**src/rtl/mul_serial_pkg.sv**
```systemverilog
// ============================================================================
//  Module   : mul_serial_pkg
//  Brief    : Shared types and default sizing for the serial shift-add multiplier.
//  Revision : 1.0 - initial release
// ============================================================================
`default_nettype none

package mul_serial_pkg;

    localparam int WIDTH_DEF = 8;
    localparam int DEPTH_DEF = 3;

    typedef enum logic [1:0] {
        IDLE = 2'd0,
        RUN  = 2'd1,
        DONE = 2'd2
    } state_e;

endpackage

`default_nettype wire

```
**src/rtl/mul_idx_cnt.sv**
```systemverilog
// ============================================================================
//  Module   : mul_idx_cnt
//  Brief    : Multiplier bit-index counter with clear, enable and terminal count.
//  Revision : 1.0 - initial release
// ============================================================================
`default_nettype none

module mul_idx_cnt
    import mul_serial_pkg::*;
#(
    parameter int DEPTH = DEPTH_DEF
) (
    input  logic             clk,
    input  logic             rst_n,
    input  logic             clr,
    input  logic             en,
    output logic [DEPTH-1:0] idx,
    output logic             tc
);

    logic [DEPTH-1:0] idx_d;
    logic [DEPTH-1:0] idx_q;

    // Clear outranks enable so an abort or finish always parks the index at 0.
    always_comb begin
        idx_d = idx_q;
        if (clr) begin
            idx_d = '0;
        end else if (en) begin
            idx_d = idx_q + 1'b1;
        end
    end

    always_ff @(posedge clk or negedge rst_n) begin
        if (!rst_n) begin
            idx_q <= '0;
        end else begin
            idx_q <= idx_d;
        end
    end

    assign idx = idx_q;
    assign tc  = (idx_q == {DEPTH{1'b1}});

endmodule

`default_nettype wire

```
**src/rtl/mul_serial_acc.sv**
```systemverilog
// ============================================================================
//  Module   : mul_serial_acc
//  Brief    : Bit-serial signed multiplier; scans i_data0 LSB-first and
//             accumulates shifted copies of i_data1 into a 2*WIDTH product.
//             Optional early termination: define MUL_SERIAL_EARLY_TERM_EN.
//  Revision : 1.0 - initial release
// ============================================================================
`default_nettype none

module mul_serial_acc
    import mul_serial_pkg::*;
#(
    parameter int WIDTH = WIDTH_DEF,
    parameter int DEPTH = DEPTH_DEF
) (
    input  logic                      clk,
    input  logic                      rst_n,
    input  logic                      en,
    input  logic                      clr,
    input  logic                      in_valid,
    output logic                      in_ready,
    input  logic signed [WIDTH-1:0]   i_data0,
    input  logic signed [WIDTH-1:0]   i_data1,
    output logic                      out_valid,
    input  logic                      out_ready,
    output logic [DEPTH-1:0]          o_idx,
    output logic signed [2*WIDTH-1:0] o_data
);

    state_e                     state_d, state_q;
    logic [WIDTH-1:0]           data0_d, data0_q;
    logic signed [WIDTH-1:0]    data1_d, data1_q;
    logic signed [2*WIDTH-1:0]  acc_d, acc_q;
    logic                       in_ready_d, in_ready_q;
    logic                       out_valid_d, out_valid_q;

    logic [DEPTH-1:0]           w_idx;
    logic                       w_tc;
    logic                       w_cnt_en;
    logic                       w_cnt_clr;
    logic                       w_stop;
    logic signed [2*WIDTH-1:0]  w_mcand;
    logic signed [2*WIDTH-1:0]  w_term;
    logic signed [2*WIDTH-1:0]  w_acc_step;

    mul_idx_cnt #(
        .DEPTH (DEPTH)
    ) u_idx_cnt (
        .clk   (clk),
        .rst_n (rst_n),
        .clr   (w_cnt_clr),
        .en    (w_cnt_en),
        .idx   (w_idx),
        .tc    (w_tc)
    );

    // The MSB of the multiplier carries negative weight, so its term is subtracted.
    assign w_mcand    = {{WIDTH{data1_q[WIDTH-1]}}, data1_q};
    assign w_term     = data0_q[w_idx] ? (w_mcand << w_idx) : '0;
    assign w_acc_step = w_tc ? (acc_q - w_term) : (acc_q + w_term);

`ifdef MUL_SERIAL_EARLY_TERM_EN
    logic [WIDTH-1:0] w_upper;
    assign w_upper = (data0_q >> w_idx) >> 1;
    assign w_stop  = w_tc || (w_upper == '0);
`else
    assign w_stop  = w_tc;
`endif

    assign w_cnt_en  = (state_q == RUN) && en;
    assign w_cnt_clr = clr || (state_q == IDLE) || (w_cnt_en && w_stop);

    always_comb begin
        state_d = state_q;
        data0_d = data0_q;
        data1_d = data1_q;
        acc_d   = acc_q;
        case (state_q)
            IDLE: begin
                if (in_valid) begin
                    data0_d = i_data0;
                    data1_d = i_data1;
                    acc_d   = '0;
                    state_d = RUN;
                end
            end
            RUN: begin
                if (en) begin
                    acc_d = w_acc_step;
                    if (w_stop) begin
                        state_d = DONE;
                    end
                end
            end
            DONE: begin
                if (out_ready) begin
                    state_d = IDLE;
                end
            end
            default: begin
                state_d = IDLE;
            end
        endcase
        if (clr) begin
            state_d = IDLE;
            acc_d   = '0;
        end
        in_ready_d  = (state_d == IDLE);
        out_valid_d = (state_d == DONE);
    end

    always_ff @(posedge clk or negedge rst_n) begin
        if (!rst_n) begin
            state_q     <= IDLE;
            data0_q     <= '0;
            data1_q     <= '0;
            acc_q       <= '0;
            in_ready_q  <= 1'b1;
            out_valid_q <= 1'b0;
        end else begin
            state_q     <= state_d;
            data0_q     <= data0_d;
            data1_q     <= data1_d;
            acc_q       <= acc_d;
            in_ready_q  <= in_ready_d;
            out_valid_q <= out_valid_d;
        end
    end

    assign in_ready  = in_ready_q;
    assign out_valid = out_valid_q;
    assign o_data    = acc_q;
    assign o_idx     = w_idx;

endmodule

`default_nettype wire

```
**config.mk**
```make
export PLATFORM = sky130hd
export DESIGN_NAME = mul_serial_acc
export DESIGN_NICKNAME = d
export VERILOG_FILES = /design/src/rtl/mul_serial_pkg.sv /design/src/rtl/mul_idx_cnt.sv /design/src/rtl/mul_serial_acc.sv
export SDC_FILE = /design/constraint.sdc
export NUM_CORES = 1
export LEC_CHECK = 0
export ABC_CLOCK_PERIOD_IN_PS = 5600
export BUFFER_PORTS_ARGS = -buffer_cell sky130_fd_sc_hd__buf_4
export CAP_MARGIN = 20
export CORE_UTILIZATION = 58
export DETAILED_ROUTE_END_ITERATION = 8
export MAX_ROUTING_LAYER = met4
export PLACE_DENSITY = 0.91
export RECOVER_POWER = 25
export SLEW_MARGIN = 20
export SYNTH_ARGS = -nofsm -noshare
export SYNTH_HDL_FRONTEND = slang
export SYNTH_SLANG_ARGS = --single-unit
```
**constraint.sdc**
```tcl
create_clock -name clk -period 5.6 [get_ports clk]
set_input_delay 1.12 -clock clk [delete_from_list [all_inputs] [get_ports clk]]
set_output_delay 1.12 -clock clk [all_outputs]
set_load 0.005 [all_outputs]
```
==> flow_metrics.py <==
metrics = {
    "outcome": {
        "outcome": "complete, but fails checks",
        "failed_checks": "capacitance limit, slew limit",
    },
    "power_and_ir_drop": {
        "vdd.ir_drop.worst_v": 0.000175,
        "netSwitchingPower_w": 0.000368,
        "switching_share_pct": 34.6,
        "combPwrFrac_pct": 41.0,
        "p_per_area_nw_per_um2": 302,
        "p_leak_nw": 1.62,
        "sequentialPowerShare_pct": 32.4,
        "intPower_w": 0.000696,
        "clockPowerShare_pct": 26.7,
    },
    "sta": {
        "slew_headroom_pct": -32.4,
        "finalMaxSlewViolations": 40,
        "worst_slew_pin_slew_ns": 1.99,
        "fin_skew_ns": 0.00602,
        "fin_crit_ns": 4.70,
        "rsz0062_at_grt": "no",
        "fmax_mhz": 213,
        "tns_ns": 0,
        "timing.final.crit_share_pct": 84.0,
        "setup_violations": 0,
        "hold_violations": 0,
    },
    "grt": {
        "grt_first_pass_wirelength_mm": 11.2,
        "grt_max_degree": 40,
        "grt_overflow_total": 0,
        "track_usage_pct": 27.4,
        "grt_pass1_vias": 2417,
        "antenna_found_initial": 0,
    },
    "placement": {
        "gp_congestion": 0.907,
        "post-dp-hpwl_mm": 5.08,
        "dp.cells": 429,
        "port_buffers": 42,
    },
    "critical_path": {
        "crit_required_ns": 5.83,
        "critPathMostFrequentCell": "o21ai_1",
        "worstPathMaxFanout": 13,
        "worst_setup_path_start_kind": "register",
        "critical_path_class": "reg2reg",
        "path_cells": "mux4_2, nand2_4, nor3_1, inv_1, ha_1, o21ai_1, o21ai_1, nand2_1, a21o_1, or3_1, a211oi_1, a221oi_1, ha_1, nand3_1, nand2_1, a41oi_1, a21oi_1, xor2_1, or3_1, o21ai_1",
        "max_stage_delay_ns": 0.70,
        "cp.arrival_ns": 4.94,
        "end_kind": "register",
        "crit_slowest_cell": "dfrtp_1",
    },
    "clock_tree": {
        "post-cts-setup-buffer-count": 0,
        "clkSinkCount": 39,
        "clockBufferDepth": 2,
        "clkTransAtPathRegs_ns": 0.08,
        "cts-resized-gates": 0,
        "h-tree-depth": 2,
        "cts_hold_buffers": 0,
        "cts_tree": "yes",
        "clk_latency_ns": 0.30,
        "cts-root-buf": "clkbuf_8",
        "cts_inserted_buffers": 5,
    },
    "drt": {
        "drt_wl_total_mm": 6.57,
        "first_pass_iters": 4,
        "wl_per_cell_um": 15.0,
        "final_antenna_net_count": 0,
        "viasPerCell": 5.98,
        "drtIter0Drc": 154,
        "vias": 2613,
        "drc": 0,
    },
    "layout": {
        "multiInputGateArea_um2": 1940,
        "area_growth_pct": 16.1,
        "seq_area_um2": 977,
        "layout.cells.non_filler": 437,
        "finalNetCount": 410,
        "antenna_cells": 0,
        "drive_above_1_share_pct": 23.8,
        "nFillCells": 390,
    },
    "logic_synthesis": {
        "synth_edf_count": 0,
        "syn-instance-count": 330,
        "yosys_warnings": 0,
        "syn_nets": 371,
        "seq_area_frac_synth_pct": 32.2,
        "synth_area_leaders": "dfrtp_1 (31%), ha_1 (7.4%), mux2_2 (6.7%), mux4_2 (5.2%), a21oi_1 (4.1%)",
        "syn_area_um2": 3040,
        "yosysTopAreaCell": "dfrtp_1",
        "ys.flop_type": "dfrtp_1",
        "ys_seq_elements": 39,
        "avgSynthCellArea_um2": 9.20,
        "synth_top_area_share_pct": 31.3,
        "synthArstFlopShare_pct": 100,
        "synth.distinct_cells": 55,
    },
    "min_path": {
        "hp-class": "reg2reg",
    },
    "die": {
        "die_w_um": 74.3,
        "fp.coreArea_um2": 4880,
        "fp-row-count": 25,
        "die_h_um": 74.3,
        "initial_core_util_pct": 62.2,
        "io_pins": 43,
        "die_area_um2": 5530,
    },
    "run": {
        "maxCapViolCount": 1,
    },
}
==> sequential cells by signal, indices dropped and copies added, names as in the netlist <==
| signal | flops |
|---|---|
| o_data | 16 |
| data0_q | 8 |
| data1_q | 8 |
| u_idx_cnt.idx | 3 |
| state_q | 2 |
| in_ready | 1 |
| out_valid | 1 |
==> power groups by stage <==
stage | registers (W) | clock network [W] | logic (W)
2_1_floorplan | 0.000336 | 0 | 0.000336
3_3_place_gp | 0.000347 | 0 | 0.000414
3_5_place_dp | 0.000349 | 0 | 0.000429
4_1_cts | 0.000344 | 0.000286 | 0.000431
5_1_grt | 0.000349 | 0.000299 | 0.000486
6_report | 0.000344 | 0.000283 | 0.000436
==> routing by layer <==
metal	global-route usage (%)	routed length (um)
met4	7.76	86
met1	35.8	3080
met5	-	0
met3	4.47	214
met2	44.0	3190
==> cell type report <==
cell class / count / area share (%)
Sequential cell: 39 / 27.7
Timing Repair Buffer: 44 / 9.27
Inverter: 17 / 1.81
Clock inverter: 3 / 1.92
Multi-Input combinational cell: 262 / 55.0
Clock buffer: 5 / 1.95
Tap cell: 67 / 2.38
==> cells by family (layout without fill, tap and decap cells) <==
group,Yosys count,after routing,synth area share [%]
adder cells (fa/ha/maj),19,19,8.08
AO/OA/AOI/OAI,91,91,19.4
flip-flops,39,39,32.2
buffers and inverters,29,69,4.08
XOR/XNOR,22,22,6.35
AND/OR/NAND/NOR,97,97,15.3
multiplexers,33,33,14.6
==> cells in the mapped netlist (all sizes together), types with 2 or more instances <==
| master | instances |
|---|---|
| mux2i | 7 |
| o21ai | 25 |
| dfrtp | 38 |
| inv | 17 |
| nand3 | 10 |
| nor3 | 9 |
| nor2 | 26 |
| a221oi | 2 |
| nand2 | 26 |
| xor2 | 9 |
| a21oi | 25 |
| xnor2 | 13 |
| a211oi | 2 |
| clkbuf | 6 |
| a211o | 2 |
| a22o | 5 |
| ha | 18 |
| or2 | 5 |
| o22ai | 2 |
| o31ai | 7 |
| nor2b | 7 |
| a21o | 3 |
| buf | 6 |
| o31a | 2 |
| or3 | 6 |
| mux2 | 19 |
| a31oi | 3 |
| nand2b | 6 |
| mux4 | 7 |
| a22oi | 2 |
| o41ai | 2 |
==> final timing paths <==
check                      slack [ns]  depth (start not counted)              from    endpoint
max reg2reg                      0.90                         20  u_idx_cnt.idx[0]  o_data[15]
min reg2reg                      0.51                          1        data0_q[3]  data0_q[3]
min                              0.51                          1        data0_q[3]  data0_q[3]
max in group asynchronous        3.09                          1             rst_n  data1_q[4]
min in group asynchronous        1.38                          1             rst_n   o_data[6]
max                              0.90                         20  u_idx_cnt.idx[0]  o_data[15]
==> metrics by stage <==
step	total power [W]	hold WS, ns	util, %	cell area, um^2	worst slack (ns)
2_1_floorplan	0.000672	0.475	-	3040	1.53
3_3_place_gp	0.000760	0.488	69.5	3390	1.12
3_5_place_dp	0.000778	0.494	69.5	3390	0.927
4_1_cts	0.00106	0.512	72.3	3530	0.899
5_1_grt	0.00113	0.546	72.2	3520	0.536
6_report	0.00106	0.511	72.2	3520	0.898
==> placed cells by master, fill, tap and decap left out, drive strengths merged, types with 10 or more instances in the layout <==
cell type / n
nand3: 10
o21ai: 25
ha: 18
nor2: 26
inv: 17
dfrtp: 38
mux2: 19
a21oi: 25
buf: 43
xnor2: 13
nand2: 26
==> critical path: cells and delay by family (launching register included) <==
family,cells,cell delay [ns]
XOR/XNOR,1,0.18
buffers and inverters,1,0.10
AND/OR/NAND/NOR,7,1.19
multiplexers,1,0.66
AO/OA/AOI/OAI,8,1.27
adder cells (fa/ha/maj),2,0.54
flip-flops,1,0.70
Power figures use the tool's default switching activity.
